`src/rtl/svc_rv_soc_bram_bench_demo.sv`:
```
`default_nettype none

// ============================================================================
//  Module      : svc_rv_soc_bram
//  Description : Cycle-level behavioural stand-in for the BRAM RISC-V SoC.
//                It retires the built-in demo program and raises ebreak once
//                that program reaches its final instruction. The program
//                length depends on the core configuration, so option
//                comparisons show up as cycle-count differences.
//  Revision    : 1.0 - initial release
// ============================================================================
module svc_rv_soc_bram #(
    parameter int XLEN        = 32,
    parameter int IMEM_AW     = 10,
    parameter int DMEM_AW     = 10,
    parameter int PIPELINED   = 1,
    parameter int FWD_REGFILE = 1,
    parameter int FWD         = 1,
    parameter int BPRED       = 1,
    parameter     IMEM_INIT   = ""
) (
    input  logic clk,
    input  logic rst_n,
    output logic ebreak
);

    // Demo program length in cycles for each core configuration.
    localparam int c_prog_cycles = 20
                                 + ((PIPELINED   != 0) ? 0 : 12)
                                 + ((FWD         != 0) ? 0 : 9)
                                 + ((BPRED       != 0) ? 0 : 5)
                                 + ((FWD_REGFILE != 0) ? 0 : 3);

    // The stand-in only models the built-in demo program.
    if (IMEM_INIT != "") begin : g_no_image
        $error("svc_rv_soc_bram stand-in cannot load an external IMEM image");
    end

    if (XLEN < 8 || IMEM_AW < 1 || DMEM_AW < 1) begin : g_check_params
        $error("svc_rv_soc_bram: illegal XLEN/IMEM_AW/DMEM_AW");
    end

    logic [XLEN-1:0] r_retired;
    logic            w_halt;

    // The core halts on the ebreak instruction.
    assign w_halt = (r_retired == XLEN'(c_prog_cycles));

    // Count retired cycles since reset release; stop once halted.
    always_ff @(posedge clk) begin
        if (!rst_n) begin
            r_retired <= '0;
        end else if (!w_halt) begin
            r_retired <= r_retired + 1'b1;
        end
    end

    // A core held in reset never reports ebreak.
    assign ebreak = rst_n & w_halt;

endmodule

// ============================================================================
//  Module      : svc_rv_soc_bram_bench_demo
//  Description : Self-timed benchmark top. Repeatedly resets and runs the
//                BRAM SoC, timing each run until ebreak or timeout, and
//                reports last/min/max cycle counts.
//  Revision    : 1.0 - initial release
// ============================================================================
module svc_rv_soc_bram_bench_demo #(
    parameter int     XLEN        = 32,
    parameter int     IMEM_AW     = 10,
    parameter int     DMEM_AW     = 10,
    parameter int     PIPELINED   = 1,
    parameter int     FWD_REGFILE = 1,
    parameter int     FWD         = 1,
    parameter int     BPRED       = 1,
    parameter         IMEM_INIT   = "",
    parameter int     RUNS        = 4,
    parameter int     CW          = 32,
    parameter longint TIMEOUT     = 100000,
    parameter int     RST_CYCLES  = 4
) (
    input  logic                       clk,
    input  logic                       rst_n,
    input  logic                       start,
    output logic                       busy,
    output logic                       done,
    output logic                       timeout,
    output logic                       ebreak,
    output logic [$clog2(RUNS+1)-1:0]  run_count,
    output logic [CW-1:0]              cycles_last,
    output logic [CW-1:0]              cycles_min,
    output logic [CW-1:0]              cycles_max
);

    localparam int c_rcw = $clog2(RUNS + 1);
    localparam int c_hw  = $clog2(RST_CYCLES + 1);

    localparam logic [1:0] c_idle  = 2'd0;
    localparam logic [1:0] c_reset = 2'd1;
    localparam logic [1:0] c_run   = 2'd2;
    localparam logic [1:0] c_done  = 2'd3;

    localparam logic [c_rcw-1:0] c_last_run  = c_rcw'(RUNS - 1);
    localparam logic [c_hw-1:0]  c_hold_last = c_hw'(RST_CYCLES - 1);
    localparam logic [CW-1:0]    c_cnt_last  = CW'(TIMEOUT - 1);

    if (RUNS < 1 || RST_CYCLES < 1 || TIMEOUT < 2 ||
        (CW < 63 && TIMEOUT > ((longint'(1) << CW) - 1))) begin : g_check_params
        $error("svc_rv_soc_bram_bench_demo: illegal RUNS/RST_CYCLES/TIMEOUT/CW");
    end

    logic [1:0]       r_state;
    logic [c_hw-1:0]  r_hold;
    logic [CW-1:0]    r_cnt;
    logic             r_soc_run;
    logic [c_rcw-1:0] r_run_count;
    logic [CW-1:0]    r_last;
    logic [CW-1:0]    r_min;
    logic [CW-1:0]    r_max;
    logic             r_timeout;
    logic             w_soc_rst_n;
    logic             w_soc_ebreak;

    // The SoC only runs while the controller is in RUN and not externally reset.
    assign w_soc_rst_n = rst_n & r_soc_run;

    svc_rv_soc_bram #(
        .XLEN        (XLEN),
        .IMEM_AW     (IMEM_AW),
        .DMEM_AW     (DMEM_AW),
        .PIPELINED   (PIPELINED),
        .FWD_REGFILE (FWD_REGFILE),
        .FWD         (FWD),
        .BPRED       (BPRED),
        .IMEM_INIT   (IMEM_INIT)
    ) u_soc (
        .clk    (clk),
        .rst_n  (w_soc_rst_n),
        .ebreak (w_soc_ebreak)
    );

    // Run controller: reset hold, timed run, statistics and sequencing.
    always_ff @(posedge clk) begin
        if (!rst_n) begin
            r_state     <= c_idle;
            r_hold      <= '0;
            r_cnt       <= '0;
            r_soc_run   <= 1'b0;
            r_run_count <= '0;
            r_last      <= '0;
            r_min       <= '0;
            r_max       <= '0;
            r_timeout   <= 1'b0;
        end else begin
            case (r_state)
                c_idle, c_done: begin
                    if (start) begin
                        r_state     <= c_reset;
                        r_hold      <= '0;
                        r_cnt       <= '0;
                        r_run_count <= '0;
                        r_last      <= '0;
                        r_min       <= '0;
                        r_max       <= '0;
                        r_timeout   <= 1'b0;
                    end
                end
                c_reset: begin
                    if (r_hold == c_hold_last) begin
                        r_state   <= c_run;
                        r_soc_run <= 1'b1;
                        r_cnt     <= '0;
                    end else begin
                        r_hold <= r_hold + 1'b1;
                    end
                end
                c_run: begin
                    // ebreak takes priority over a simultaneous timeout.
                    if (w_soc_ebreak) begin
                        r_last <= r_cnt;
                        // The first completed run seeds both extremes.
                        if (r_run_count == '0 || r_cnt < r_min) begin
                            r_min <= r_cnt;
                        end
                        if (r_run_count == '0 || r_cnt > r_max) begin
                            r_max <= r_cnt;
                        end
                        r_run_count <= r_run_count + 1'b1;
                        r_soc_run   <= 1'b0;
                        r_hold      <= '0;
                        r_state     <= (r_run_count == c_last_run) ? c_done : c_reset;
                    end else if (r_cnt == c_cnt_last) begin
                        r_timeout <= 1'b1;
                        r_soc_run <= 1'b0;
                        r_state   <= c_done;
                    end else begin
                        r_cnt <= r_cnt + 1'b1;
                    end
                end
                default: begin
                    r_state   <= c_idle;
                    r_soc_run <= 1'b0;
                end
            endcase
        end
    end

    assign busy        = (r_state == c_reset) || (r_state == c_run);
    assign done        = (r_state == c_done);
    assign timeout     = r_timeout;
    assign ebreak      = w_soc_ebreak;
    assign run_count   = r_run_count;
    assign cycles_last = r_last;
    assign cycles_min  = r_min;
    assign cycles_max  = r_max;

endmodule

`default_nettype wire

```
`config.mk`:
```
export PLATFORM = sky130hd
export DESIGN_NAME = svc_rv_soc_bram_bench_demo
export DESIGN_NICKNAME = d
export VERILOG_FILES = /design/src/rtl/svc_rv_soc_bram_bench_demo.sv
export SDC_FILE = /design/constraint.sdc
export NUM_CORES = 1
export LEC_CHECK = 0
export BUFFER_PORTS_ARGS = -buffer_cell sky130_fd_sc_hd__buf_2
export CORE_ASPECT_RATIO = 0.5
export CORE_MARGIN = 1
export CORE_UTILIZATION = 50
export DETAILED_ROUTE_END_ITERATION = 10
export PLACE_DENSITY = 0.7
export RECOVER_POWER = 50
export SLEW_MARGIN = 40
export SYNTH_ARGS = -nofsm -noshare
export SYNTH_HDL_FRONTEND = slang
export SYNTH_SLANG_ARGS = --single-unit
```
`constraint.sdc`:
```
create_clock -name clk -period 3.35 [get_ports clk]
set_clock_uncertainty 0.1 [all_clocks]
set_input_delay 0.1675 -clock clk [delete_from_list [all_inputs] [get_ports clk]]
set_output_delay 0.1675 -clock clk [all_outputs]
set_load 0.03 [all_outputs]
```
==> results.md, run 1 <==
* Wirelength, routed at 23200 µm
* Initial antenna violation count at 0
* First-pass GRT wire length at 36900 µm
* Fin nets at 1207
* Drt drc at 0
* Grt ovf at 0
* Seq cells post-synth at 170
* Largest net degree at the start of global routing at 101
* Reg2reg end: cycles_min[24]
* Worst setup SP type: flip-flop
* Cts repair resizes at 0
* Hold Path Cell Cnt at 4
* Final setup viols at 0
* Clk root buf: clkbuf_16
* Final period util at 93.2%
* DR vias at 7655
* Antenna Nets Post-Route at 0
* # diodes at 0
* WL/cell at 17.0 µm
* Die Ht at 96.0 µm
* # hold bufs at CTS at 0
* GRT Overall Usage at 26.0%
* Slew @ Worst Pin at 0.808 ns
* Vias per std cell at 5.59
* Vias in the first global route at 7113
* Yosys cell types at 57
* Cell Pwr Density at 535 nW/µm²
* Clk buf depth at 2
* Port Buffers at 105
* Core box area at 16800 µm²
* RSZ-0062 raised after global routing: no
* Critical Path Max Stage Delay at 0.53 ns
* Run status: complete, no violations
* Die area at 18300 µm²
* Initial Utilization at 52.5%
* Detailed Route Iter0 Violations at 454
* Fraction of registers with async set/reset at 0%
* Clock latency at the later pin of the worst-skew pair at 0.43 ns
* R2R depth at 10
* Total Power at 5.43 mW
* CP max stage cell: dfxtp_1
* Max-slew violations at 0
* Sink Count at 170
* Fin. Hold Viols at 0
* VDD IR max at 408 µV
* Synthesis Warnings at 0
* Reg2reg setup slack at 0.23 ns
* Worst-path clk slew at 0.07 ns
* Postcts setup bufs at 0
* Mapped cell area at 8840 µm²
* Worst rel slew slack at 46.1%
* Critical path class: reg -> reg
* Avg Cell Area, Syn at 8.64 µm²
* Hold_ws at 0.0261 ns
* Worst hold-check path type: in -> reg
* Primary FF master, synth: dfxtp_1
* Critical path arrival at 3.33 ns
* Worst Hold End: timeout
* Worst setup EP type: flip-flop
* Worst-path cell chain: ha_1 -> a21o_1 -> a21o_1 -> a221oi_1 -> o21ai_1 -> a211oi_1 -> o31ai_4 -> buf_6 -> buf_12 -> mux2i_1
* Most used cell, CP: a21o_1
* TritonCTS clock tree: yes
* Largest delay share family, worst path: compound AO/OA/AOI/OAI gates
* Final GP Congestion at 0.913
* Mapped Cells at 1024
* H-Tree Depth at 4
* Maximum fanout along the worst path at 17
* Leakage Power at 3.95 nW
* Min Tclk post-route at 3.12 ns
* Req. time, crit path at 3.56 ns
* Register area share after synthesis at 38.5%
* Fmax at 320 MHz
* Share of cells above drive strength 1 at 7.09%
* Final setup TNS at 0 ns
* Num ports at 106
* Number of flops mapped to enable cells by yosys at 0
* Final core utilization at 60.3%
* Num CTS Buffers at 17
* Max cap viols at 0
* Buf/Inv on CP at 2
* RR Startpoint: r_cnt[5]
* Hold Crit Start: start
* Final HPWL DP at 16700 µm
* FP Rows at 33
* TritonRoute pass-1 iters at 5
* P&R area growth vs syn at 14.8%
* Syn nets at 1102
* Die Wd at 190 µm
## worst max-delay path by stage
stage	startpoint	to	slack, ns	cells after the start
after floorplan	cycles_min[5]	cycles_min[10]	0.86	10
after global placement	r_cnt[5]	cycles_min[13]	0.31	9
after detailed placement	r_cnt[1]	cycles_min[31]	0.34	9
after CTS	r_cnt[5]	cycles_min[31]	0.30	10
after global routing	r_cnt[5]	cycles_min[16]	0.05	10
final	r_cnt[5]	cycles_min[24]	0.23	10
## cell type report
type	instances	area [µm²]
Timing Repair Buffer	139	689
Fill cell	1510	6690
Clock inverter	14	160
Inverter	82	308
Multi-Input combinational cell	719	4880
Sequential cell	170	3400
Tap cell	227	284
Clock buffer	18	429
## cells by family (layout without fill, tap and decap cells)
| group | count (synthesis) | after routing | synth area share [%] |
|---|---|---|---|
| XOR/XNOR | 52 | 52 | 5.15 |
| AO/OA/AOI/OAI | 119 | 119 | 9.07 |
| multiplexers | 68 | 68 | 7.70 |
| buffers and inverters | 135 | 253 | 6.35 |
| flip-flops | 170 | 170 | 38.5 |
| adder cells (fa/ha/maj) | 75 | 75 | 10.6 |
| AND/OR/NAND/NOR | 405 | 405 | 22.6 |
## placed cells by master (no fill, tap or decap), types with 3 or more instances in the layout
| master | n |
|---|---|
| a211oi_1 | 3 |
| a21o_1 | 9 |
| a21oi_1 | 38 |
| a221oi_1 | 3 |
| a22oi_1 | 29 |
| and2_1 | 6 |
| and3_1 | 16 |
| and4_1 | 8 |
| buf_2 | 3 |
| buf_4 | 29 |
| buf_6 | 3 |
| clkbuf_1 | 103 |
| clkbuf_16 | 17 |
| dfxtp_1 | 170 |
| ha_1 | 75 |
| inv_1 | 81 |
| inv_6 | 4 |
| mux2i_1 | 68 |
| nand2_1 | 103 |
| nand2b_1 | 7 |
| nand3_1 | 73 |
| nand4_1 | 40 |
| nor2_1 | 102 |
| nor2b_1 | 3 |
| nor3_1 | 17 |
| nor4_1 | 10 |
| nor4b_2 | 3 |
| o21ai_0 | 17 |
| or3_1 | 7 |
| xnor2_1 | 12 |
| xor2_1 | 40 |
## power breakdown
group          switching, mW  total (mW)  internal [mW]
clock network          0.881        2.00           1.12
registers             0.0333        2.07           2.04
logic                  0.865        1.36          0.493
total                   1.78        5.43           3.65
## sequential cells by signal (all words and copies together), names as in the netlist
register and count:
cycles_last 32, cycles_max 32, cycles_min 32, r_cnt 32, r_hold 3, r_soc_run 1, r_state 2, run_count 3
timeout 1, u_soc.r_retired 32
## per-layer routing
metal / routed length (µm) / GRT usage [%] / up-vias
met1: 11100 / 35.9 / 3644
met5: 0 / 0 / -
li1: - / - / 3771
met2: 10100 / 40.7 / 227
met3: 1880 / 7.22 / 13
met4: 153 / 4.84 / 0
## worst reg2reg max path, stage by stage, from the launching register on
cell      delay, ns
dfxtp_1        0.53
ha_1           0.32
a21o_1         0.19
a21o_1         0.17
a221oi_1       0.39
o21ai_1        0.15
a211oi_1       0.46
o31ai_4        0.21
buf_6          0.19
buf_12         0.16
mux2i_1        0.14
## per-stage QoR
step / area (µm²) / cells / worst slack, ns
global placement: 9690 / 1335 / 0.308
floorplan: 8840 / 1024 / 0.862
global route: 10200 / 1369 / 0.0474
detailed placement: 9720 / 1337 / 0.338
CTS: 10300 / 1369 / 0.298
finish: 10200 / 1369 / 0.228
## cells in the mapped netlist, types with 3 or more instances
master / number / share of area (%)
nand3_1: 73 / 4.1
xor2_1: 40 / 4.0
o21ai_0: 18 / 1.0
ha_1: 75 / 11
nor2b_1: 3 / 0.21
nand2_1: 103 / 4.4
nor3_1: 16 / 0.91
nor2_1: 102 / 4.3
a22oi_1: 29 / 2.5
nand4_1: 40 / 2.8
a21o_1: 9 / 0.76
and3_1: 16 / 1.1
a211oi_1: 3 / 0.25
clkbuf_1: 38 / 1.6
inv_1: 81 / 3.4
dfxtp_1: 170 / 38
nand2b_1: 7 / 0.50
xnor2_1: 12 / 1.2
nor4_1: 9 / 0.64
a221oi_1: 3 / 0.30
and4_1: 8 / 0.79
nor4b_2: 3 / 0.51
or3_1: 7 / 0.50
mux2i_1: 68 / 7.7
and2_1: 6 / 0.42
buf_6: 6 / 0.76
buf_2: 7 / 0.40
a21oi_1: 38 / 2.2
Power figures use the tool's default switching activity.
==> run 2: changes to the inputs <==
==> constraint.sdc (replaced) <==
create_clock -name clk -period 3.35 [get_ports clk]
set_clock_uncertainty 0.1 [all_clocks]
set_input_delay 0.5025 -clock clk [delete_from_list [all_inputs] [get_ports clk]]
set_output_delay 0.5025 -clock clk [all_outputs]
set_load 0.03 [all_outputs]
==> run 2 against run 1 <==
Compared with the run above:
- count of clock-buffer cells in the layout increased by 1
- power shrank 0.62%
- worst setup slack better by 0.13 ns
- utilization fell by 0.14 points
- via count grew 0.68%
- first-iteration DRC count rose by 6.4%
- sequential power hardly changed
- flip-flop and latch count unchanged
- fmax rose by 4.2%
- critical endpoint is now cycles_max[4]
- largest power group unchanged
==> results.md, run 2 (synthesis gave the netlist of run 1 again) <==
* Max-slew violations at 0
* Req. time, crit path at 3.60 ns
* Cell Pwr Density at 533 nW/µm²
* Final core utilization at 60.1%
* Final HPWL DP at 16900 µm
* Total Power at 5.40 mW
* Area of the multi-input gates at 4870 µm²
* Slew @ Worst Pin at 0.955 ns
* Max cap viols at 0
* Port Buffers at 105
* Share of cells above drive strength 1 at 6.92%
* DR vias at 7707
* VDD IR max at 371 µV
* # hold bufs at CTS at 0
* TritonCTS clock tree: yes
* Final GP Congestion at 0.897
* Worst rel slew slack at 36.3%
* RSZ-0062 raised after global routing: no
* Leakage Power at 3.93 nW
* WL/cell at 17.1 µm
* Drt drc at 0
* Postcts setup bufs at 0
* TritonRoute pass-1 iters at 5
* Vias per std cell at 5.63
* Initial Utilization at 52.5%
* Sequential cell area at 3400 µm²
* Most frequent cells in the layout: dfxtp_1, nand2_1, clkbuf_1, nor2_1, inv_1
* Clk buf depth at 2
* Die Wd at 190 µm
* Detailed Route Iter0 Violations at 483
* Worst setup EP type: flip-flop
* Vias in the first global route at 7133
* Fin nets at 1207
* # diodes at 0
* GRT Overall Usage at 26.1%
* Antenna Nets Post-Route at 0
* Cts repair resizes at 0
* Initial antenna violation count at 1
* Fin. Hold Viols at 0
* Final period util at 89.5%
* Worst setup SP type: flip-flop
* Most common cell after layout, fill and taps aside: dfxtp_1
* Grt ovf at 0
* Final setup TNS at 0 ns
* Clk root buf: clkbuf_16
* Num ports at 106
* Critical path class: reg -> reg
* H-Tree Depth at 4
* Final setup viols at 0
* Run status: complete, no violations
* Fill cell count at 1537
* Num CTS Buffers at 17
* Critical path arrival at 3.25 ns
* Largest net degree at the start of global routing at 101
* Core box area at 16800 µm²
* FP Rows at 33
* Min Tclk post-route at 3.00 ns
* Fmax at 334 MHz
* Wirelength, routed at 23400 µm
* Die area at 18300 µm²
* Sink Count at 170
* Worst hold-check path type: in -> reg
* Hold_ws at 0.350 ns
* Worst-path clk slew at 0.07 ns
* Clock latency at the later pin of the worst-skew pair at 0.43 ns
* First-pass GRT wire length at 37100 µm
* Die Ht at 96.0 µm
* P&R area growth vs syn at 14.5%
* Maximum fanout along the worst path at 22
==> run 2: cell types whose count changed in the layout (fill, tap and decap cells not counted), sizes merged <==
cell / before / now
clkinvlp: 2 / 4
inv: 87 / 85
clkbuf: 120 / 122
clkinv: 5 / 3
buf: 37 / 36
==> run 2: critical path, stage by stage (launching register included) <==
cell       delay [ns]
dfxtp_1          0.57
ha_1             0.33
a21o_1           0.16
nand3_1          0.08
a21oi_1          0.06
a2111oi_0        0.38
o2111ai_1        0.21
o21ai_4          0.51
buf_12           0.29
mux2i_1          0.22
==> run 2: layout make-up <==
cell class | instances | area share, %
repair buffers | 139 | 6.78
inverters | 82 | 3.04
flip-flops and latches | 170 | 33.6
clock inverters | 12 | 1.37
clock buffers | 19 | 4.37
multi-input cells | 719 | 48.0
well taps | 227 | 2.80
==> run 2: power breakdown <==
group	internal, mW	switching, mW
clock network	1.12	0.867
registers	2.04	0.0324
logic	0.481	0.853
total	3.65	1.75
==> run 2: final timing paths <==
| kind | slack (ns) | to | depth (start not counted) | startpoint |
|---|---|---|---|---|
| worst max-delay path | 0.35 | cycles_max[4] | 9 | r_cnt[17] |
| worst max register to register | 0.35 | cycles_max[4] | 9 | r_cnt[17] |
| worst min register to register | 0.36 | cycles_last[6] | 2 | cycles_last[6] |
| worst min-delay path | 0.35 | timeout | 4 | start |
==> run 2: through the flow <==
stage | instances | area, µm² | setup slack (ns)
2_1_floorplan | 1024 | 8840 | 0.862
3_3_place_gp | 1335 | 9690 | 0.320
3_5_place_dp | 1337 | 9720 | 0.407
4_1_cts | 1368 | 10300 | 0.371
5_1_grt | 1368 | 10100 | 0.148
6_report | 1368 | 10100 | 0.353
==> run 2: metal layers <==
layer	part of all wire, %	vias up	GRT usage, %
li1	-	3775	-
met4	1.0	2	6.65
met2	43	233	40.7
met1	49	3668	36.7
met5	0.056	-	0
met3	6.7	29	5.36
